**config.mk**
```make
export PLATFORM = sky130hd
export DESIGN_NAME = if_id_stage
export DESIGN_NICKNAME = d
export VERILOG_FILES = /design/src/rtl/riscv_pkg.sv /design/src/rtl/if_id_slot.sv /design/src/rtl/if_id_stage.sv
export SDC_FILE = /design/constraint.sdc
export NUM_CORES = 1
export LEC_CHECK = 0
export BUFFER_PORTS_ARGS = -buffer_cell sky130_fd_sc_hd__buf_4
export CORE_ASPECT_RATIO = 0.75
export CORE_UTILIZATION = 31
export CTS_CLUSTER_SIZE = 20
export DETAILED_ROUTE_END_ITERATION = 8
export SLEW_MARGIN = 20
export SYNTH_ARGS = -nofsm -noshare
export SYNTH_HDL_FRONTEND = slang
export SYNTH_SLANG_ARGS = --single-unit
```
**constraint.sdc**
```tcl
create_clock -name clk -period 2.2 [get_ports clk]
set_input_delay 0.44 -clock clk [delete_from_list [all_inputs] [get_ports clk]]
set_output_delay 0.44 -clock clk [all_outputs]
set_load 0.05 [all_outputs]
```
**src/rtl/riscv_pkg.sv**
```systemverilog
// Shared RV32 definitions: bubble instruction, base opcodes, IF/ID payload and IF/ID FSM states.
package riscv_pkg;

  localparam int unsigned XLEN      = 32;
  localparam logic [31:0] NOP_INSTR = 32'h0000_0013;

  localparam logic [6:0] OP_LOAD   = 7'b0000011;
  localparam logic [6:0] OP_STORE  = 7'b0100011;
  localparam logic [6:0] OP_IMM    = 7'b0010011;
  localparam logic [6:0] OP_R      = 7'b0110011;
  localparam logic [6:0] OP_BRANCH = 7'b1100011;
  localparam logic [6:0] OP_JAL    = 7'b1101111;
  localparam logic [6:0] OP_JALR   = 7'b1100111;

  typedef struct packed {
    logic [31:0]     instr;
    logic [XLEN-1:0] pc;
    logic [XLEN-1:0] pcplus4;
  } if_id_t;

  typedef enum logic [1:0] {
    EMPTY = 2'd0,
    FULL  = 2'd1,
    SKID  = 2'd2
  } if_id_state_e;

endpackage

```
**src/rtl/if_id_slot.sv**
```systemverilog
// One IF/ID holding register: valid bit plus payload. Clear wins over load and
// returns the payload to a NOP bubble with zero PCs.
module if_id_slot
  import riscv_pkg::*;
#(
  parameter logic [31:0] NOP_INSTR_P = riscv_pkg::NOP_INSTR
) (
  input  logic   clk,
  input  logic   rst_n,
  input  logic   i_load,
  input  logic   i_clear,
  input  if_id_t i_data,
  output logic   o_valid,
  output if_id_t o_data
);

  if_id_t w_bubble;
  assign w_bubble = '{instr: NOP_INSTR_P, pc: '0, pcplus4: '0};

  always_ff @(posedge clk or negedge rst_n) begin
    if (!rst_n) begin
      o_valid <= 1'b0;
      o_data  <= w_bubble;
    end else if (i_clear) begin
      o_valid <= 1'b0;
      o_data  <= w_bubble;
    end else if (i_load) begin
      o_valid <= 1'b1;
      o_data  <= i_data;
    end
  end

endmodule

```
**src/rtl/if_id_stage.sv**
```systemverilog
// Fetch-to-decode pipeline register with 2-entry skid buffer (main = output, skid = overflow).
// Optional performance counters enabled by defining IF_ID_PERF_EN.
module if_id_stage
  import riscv_pkg::*;
#(
  parameter int unsigned XLEN      = riscv_pkg::XLEN,
  parameter logic [31:0] NOP_INSTR = riscv_pkg::NOP_INSTR
) (
  input  logic            clk,
  input  logic            rst_n,
  input  logic            f_valid,
  input  logic [31:0]     f_instr,
  input  logic [XLEN-1:0] f_pc,
  input  logic [XLEN-1:0] f_pcplus4,
  output logic            f_ready,
  input  logic            flush,
  input  logic            d_ready,
  output logic            d_valid,
  output logic [31:0]     d_instr,
  output logic [6:0]      d_op,
  output logic [XLEN-1:0] d_pc,
  output logic [XLEN-1:0] d_pcplus4,
  output logic [31:0]     stall_cnt,
  output logic [31:0]     flush_cnt
);

  if_id_state_e r_state, w_next_state;

  if_id_t w_f_data, w_main_d, w_main_q, w_skid_q;
  logic   w_main_valid, w_skid_valid;
  logic   w_main_load, w_main_clear, w_skid_load, w_skid_clear;
  logic   w_f_fire, w_d_fire;

  assign w_f_data = '{instr: f_instr, pc: f_pc, pcplus4: f_pcplus4};

  // f_ready depends only on registered state, never on d_ready.
  assign f_ready  = !w_skid_valid;
  assign d_valid  = w_main_valid;
  assign w_f_fire = f_valid && f_ready;
  assign w_d_fire = d_valid && d_ready;

  always_ff @(posedge clk or negedge rst_n) begin
    if (!rst_n) r_state <= EMPTY;
    else        r_state <= w_next_state;
  end

  always_comb begin
    w_next_state = r_state;
    w_main_load  = 1'b0;
    w_main_clear = 1'b0;
    w_skid_load  = 1'b0;
    w_skid_clear = 1'b0;
    w_main_d     = w_f_data;
    if (flush) begin
      w_next_state = EMPTY;
      w_main_clear = 1'b1;
      w_skid_clear = 1'b1;
    end else begin
      unique case (r_state)
        EMPTY: begin
          if (w_f_fire) begin
            w_main_load  = 1'b1;
            w_next_state = FULL;
          end
        end
        FULL: begin
          if (w_f_fire && w_d_fire) begin
            w_main_load = 1'b1;
          end else if (w_d_fire) begin
            w_main_clear = 1'b1;
            w_next_state = EMPTY;
          end else if (w_f_fire) begin
            w_skid_load  = 1'b1;
            w_next_state = SKID;
          end
        end
        SKID: begin
          if (w_d_fire) begin
            w_main_d     = w_skid_q;
            w_main_load  = 1'b1;
            w_skid_clear = 1'b1;
            w_next_state = FULL;
          end
        end
        default: w_next_state = EMPTY;
      endcase
    end
  end

  if_id_slot #(.NOP_INSTR_P(NOP_INSTR)) u_main (
    .clk     (clk),
    .rst_n   (rst_n),
    .i_load  (w_main_load),
    .i_clear (w_main_clear),
    .i_data  (w_main_d),
    .o_valid (w_main_valid),
    .o_data  (w_main_q)
  );

  if_id_slot #(.NOP_INSTR_P(NOP_INSTR)) u_skid (
    .clk     (clk),
    .rst_n   (rst_n),
    .i_load  (w_skid_load),
    .i_clear (w_skid_clear),
    .i_data  (w_f_data),
    .o_valid (w_skid_valid),
    .o_data  (w_skid_q)
  );

  assign d_instr   = w_main_q.instr;
  assign d_op      = w_main_q.instr[6:0];
  assign d_pc      = w_main_q.pc;
  assign d_pcplus4 = w_main_q.pcplus4;

`ifdef IF_ID_PERF_EN
  logic [31:0] r_stall_cnt, r_flush_cnt;

  always_ff @(posedge clk or negedge rst_n) begin
    if (!rst_n) begin
      r_stall_cnt <= '0;
      r_flush_cnt <= '0;
    end else begin
      if (d_valid && !d_ready) r_stall_cnt <= r_stall_cnt + 32'd1;
      if (flush)               r_flush_cnt <= r_flush_cnt + 32'd1;
    end
  end

  assign stall_cnt = r_stall_cnt;
  assign flush_cnt = r_flush_cnt;
`else
  assign stall_cnt = '0;
  assign flush_cnt = '0;
`endif

endmodule

```
==> results by group <==
Run status
  – Status: complete, no violations

Clocking
  – CTS Buf Count: 17
  – H-Tree Depth: 4
  – CTS tree: done
  – CTS sink cnt: ~200
  – Clock root cell: clkbuf_16
  – CTS clk-pin slew, worst paths: 0.08 ns
  – Worst-Skew Late Latency: 0.45 ns
  – Clock Path Buffers: 2

GRT
  – Total gr overflow: 0
  – Vias in the first global route: 9,373
  – First-pass GRT wire length: approximately 55,000 um
  – Largest net degree at the start of global routing: 80
  – GRT Util Overall: 19.8%
  – Antenna violations before repair: 2

Synth
  – Area contributors post-synth: dfrtp_1, a21oi_1, nor4bb_1
  – Sequential share of the synthesized area: 45.0%
  – Syn_area_per_cell: 9.11 um^2
  – Largest family of logic cells by synthesized area: compound AO/OA/AOI/OAI gates
  – Yosys reg bits: 196
  – Number of synthesized flops with an enable pin: 0
  – Synth Flop Type: dfrtp_1
  – Synth async-reset ratio: 100%
  – YS warnings: 0
  – Area share of the largest cell type after synthesis: 43.6%
  – Yosys cell types: 39
  – Area leader, netlist: dfrtp_1
  – Synth Area in Adders: 0%
  – Post-synthesis cell area: 10,900 um^2
  – Synth Area in Simple Gates: 16.6%
  – Synth Area in XOR/XNOR: less than 1%
  – Post-synthesis mux area share: less than 1%
  – Synth Area in Compound Gates: approximately 28%
  – Syn Inst Count: 1,197

Detailed routing
  – Routed wire length: 35,700 um
  – Via count: 9,742
  – Drt drc: 0
  – ANT nets after route: 0
  – First DRT Iteration DRCs: 692
  – Drt first pass iters: 5
  – Drt wl/cell: 19.9 um
  – Drt via density: between 5 and 6

Critical path
  – Reg2Reg Depth: 5
  – R2r startpoint: u_main.o_valid$_DFFE_PN0P_
  – WP data arrival: 2.36 ns
  – Crit. End Element: flip-flop
  – CP Launch Type: flip-flop
  – Setup CP Type: reg2reg
  – Register-to-Register Setup Slack: 0.21 ns
  – Crit-path max FO: slightly below 60
  – Capturing point of the worst reg2reg path: u_main.o_data[1]$_DFFE_PN0P_
  – CP required: 2.57 ns

Floorplanning
  – Die width: around 220 um
  – Die Area: approximately 36,000 um^2
  – Starting Density: 31.4%
  – Core region area: 34,700 um^2
  – Die Y: 164 um
  – Placement row count: just under 60
  – Ports: 270

Layout
  – # nets final: roughly 1,400
  – Fill count: 3,513
  – Most common cell after layout, fill and taps aside: buf_4
  – Most frequent cells in the layout: buf_4, nand2_1, a21oi_1
  – Layout cell share with drive strength beyond 1: 21.8%
  – Design Area, Final: 13,300 um^2
  – Area grow syn2layout: 21.7%

STA
  – Max-slew violations: 0
  – RSZ-0062 raised after global routing: false
  – Setup Skew: 0.0137 ns
  – Tcrit/Tclk final: 90.4%
  – Fmax: 0.503 GHz
  – Hold WS: 0.196 ns
  – Fin crit period: 1.99 ns
  – Final setup fails: 0
  – Worst slew pin tran: around 0.5 ns
  – Post-route setup TNS: 0 ns
  – Slew margin rel.: roughly two thirds
  – Final hold viol count: 0

Placed design
  – DP Wirelength: between 20,000 and 25,000 um
  – Global placer's final weighted congestion: 0.747
  – PortBufs: between 200 and 250
  – Dpl cell area: 12,700 um^2

Worst hold path
  – Hold EP: r_state[1]$_DFFE_PN0P_
  – Hold Crit Start: d_ready
  – Worst hold path class: in2reg
  – Hold depth: 2

Pwr
  – Leak Pwr: 5.80 nW
  – Max VDD drop: ~400 uV
  – Power per cell area: 870 nW/um^2

Flow run
  – Max-cap violation count: 0
==> power breakdown <==
part | total (mW) | switching (mW) | internal (mW) | leakage (nW)
Combinational | 4.05 | 2.71 | 1.35 | 2.87
Clock | 3.16 | 1.53 | 1.64 | 0.285
Sequential | 4.32 | 0.338 | 3.99 | 2.65
==> layer usage <==
metal	up-vias	global-route usage (%)	part of all wire, %
met3	32	3.96	6.2
met5	-	0	0
li1	4498	-	-
met4	0	6.20	1.5
met2	330	30.6	46
met1	4882	27.6	46
==> worst max-delay path by stage <==
stage | start | end | slack, ns | cells past startpoint
2_1_floorplan | u_main.o_valid$_DFFE_PN0P_ | u_main.o_data[64]$_DFFE_PN1P_ | 0.27 | 4
3_3_place_gp | d_ready | u_main.o_data[74]$_DFFE_PN0P_ | 0.31 | 6
3_5_place_dp | d_ready | u_main.o_data[90]$_DFFE_PN0P_ | 0.24 | 6
4_1_cts | u_main.o_valid$_DFFE_PN0P_ | u_main.o_data[75]$_DFFE_PN0P_ | 0.23 | 5
5_1_grt | u_main.o_valid$_DFFE_PN0P_ | u_main.o_data[10]$_DFFE_PN0P_ | 0.07 | 5
6_report | u_main.o_valid$_DFFE_PN0P_ | u_main.o_data[1]$_DFFE_PN0P_ | 0.21 | 5
==> cells in the mapped netlist (2+ instances only) <==
library cell and number:
a211oi_1 3, a21oi_1 191, a22oi_1 91, a2bb2oi_1 92
buf_1 3, buf_2 38, buf_4 76, buf_6 4
clkbuf_1 77, dfrtp_1 190, dfstp_2 6, inv_1 4
mux2i_1 3, nand2_1 195, nand2b_1 2, nand3_1 3
nor2_1 8, nor4bb_1 93, o21ai_0 88, o21ai_1 6
o22ai_1 6
==> kinds of logic (layout without fill, tap and decap cells) <==
| logic type | after synthesis | count (layout) |
|---|---|---|
| and+or+nand+nor | 311 | 311 |
| DFF | 196 | 196 |
| buffers and inverters | 202 | 276 |
| xor gates and xnor gates | 1 | 1 |
| AOI/OAI and AO/OA | 483 | 483 |
| other | 1 | 66 |
| muxes | 3 | 3 |
==> sequential cells by signal, indices dropped and copies added, names as in the netlist <==
name            cells
u_main.o_data      96
u_skid.o_data      96
r_state             2
u_main.o_valid      1
u_skid.o_valid      1
==> worst max-delay path: stages (launching register included) <==
cell,delay (ns)
dfrtp_1,0.50
nand2_1,0.28
nor4_2,0.44
buf_12,0.37
a22oi_1,0.15
o21ai_0,0.10
==> metrics by stage <==
step	instances	setup WS, ns	utilization, %	power (mW)
4_1_cts	1791	0.232	38.2	11.7
2_1_floorplan	1260	0.271	-	7.17
3_5_place_dp	1758	0.239	36.6	8.46
6_report	1793	0.210	38.3	11.5
3_3_place_gp	1758	0.315	36.6	8.41
5_1_grt	1793	0.0679	38.3	12.1
==> cell type report <==
type	instances	area [um^2]	share of cell area (%)
Sequential cell	196	4920	37.1
Multi-Input combinational cell	862	5160	38.9
Antenna cell	2	5.00	0.0377
Timing Repair Buffer	240	2020	15.2
Clock inverter	13	119	0.896
Clock buffer	19	453	3.41
Inverter	4	15.0	0.113
Tap cell	457	572	4.31
==> what timing repair did <==
item,CTS,global route
hold endpoints to repair,24,0
buffers inserted,0,0
hold buffers,1,0
gates resized for setup,0,0
Note: power is estimated with default switching activity, not from simulation.
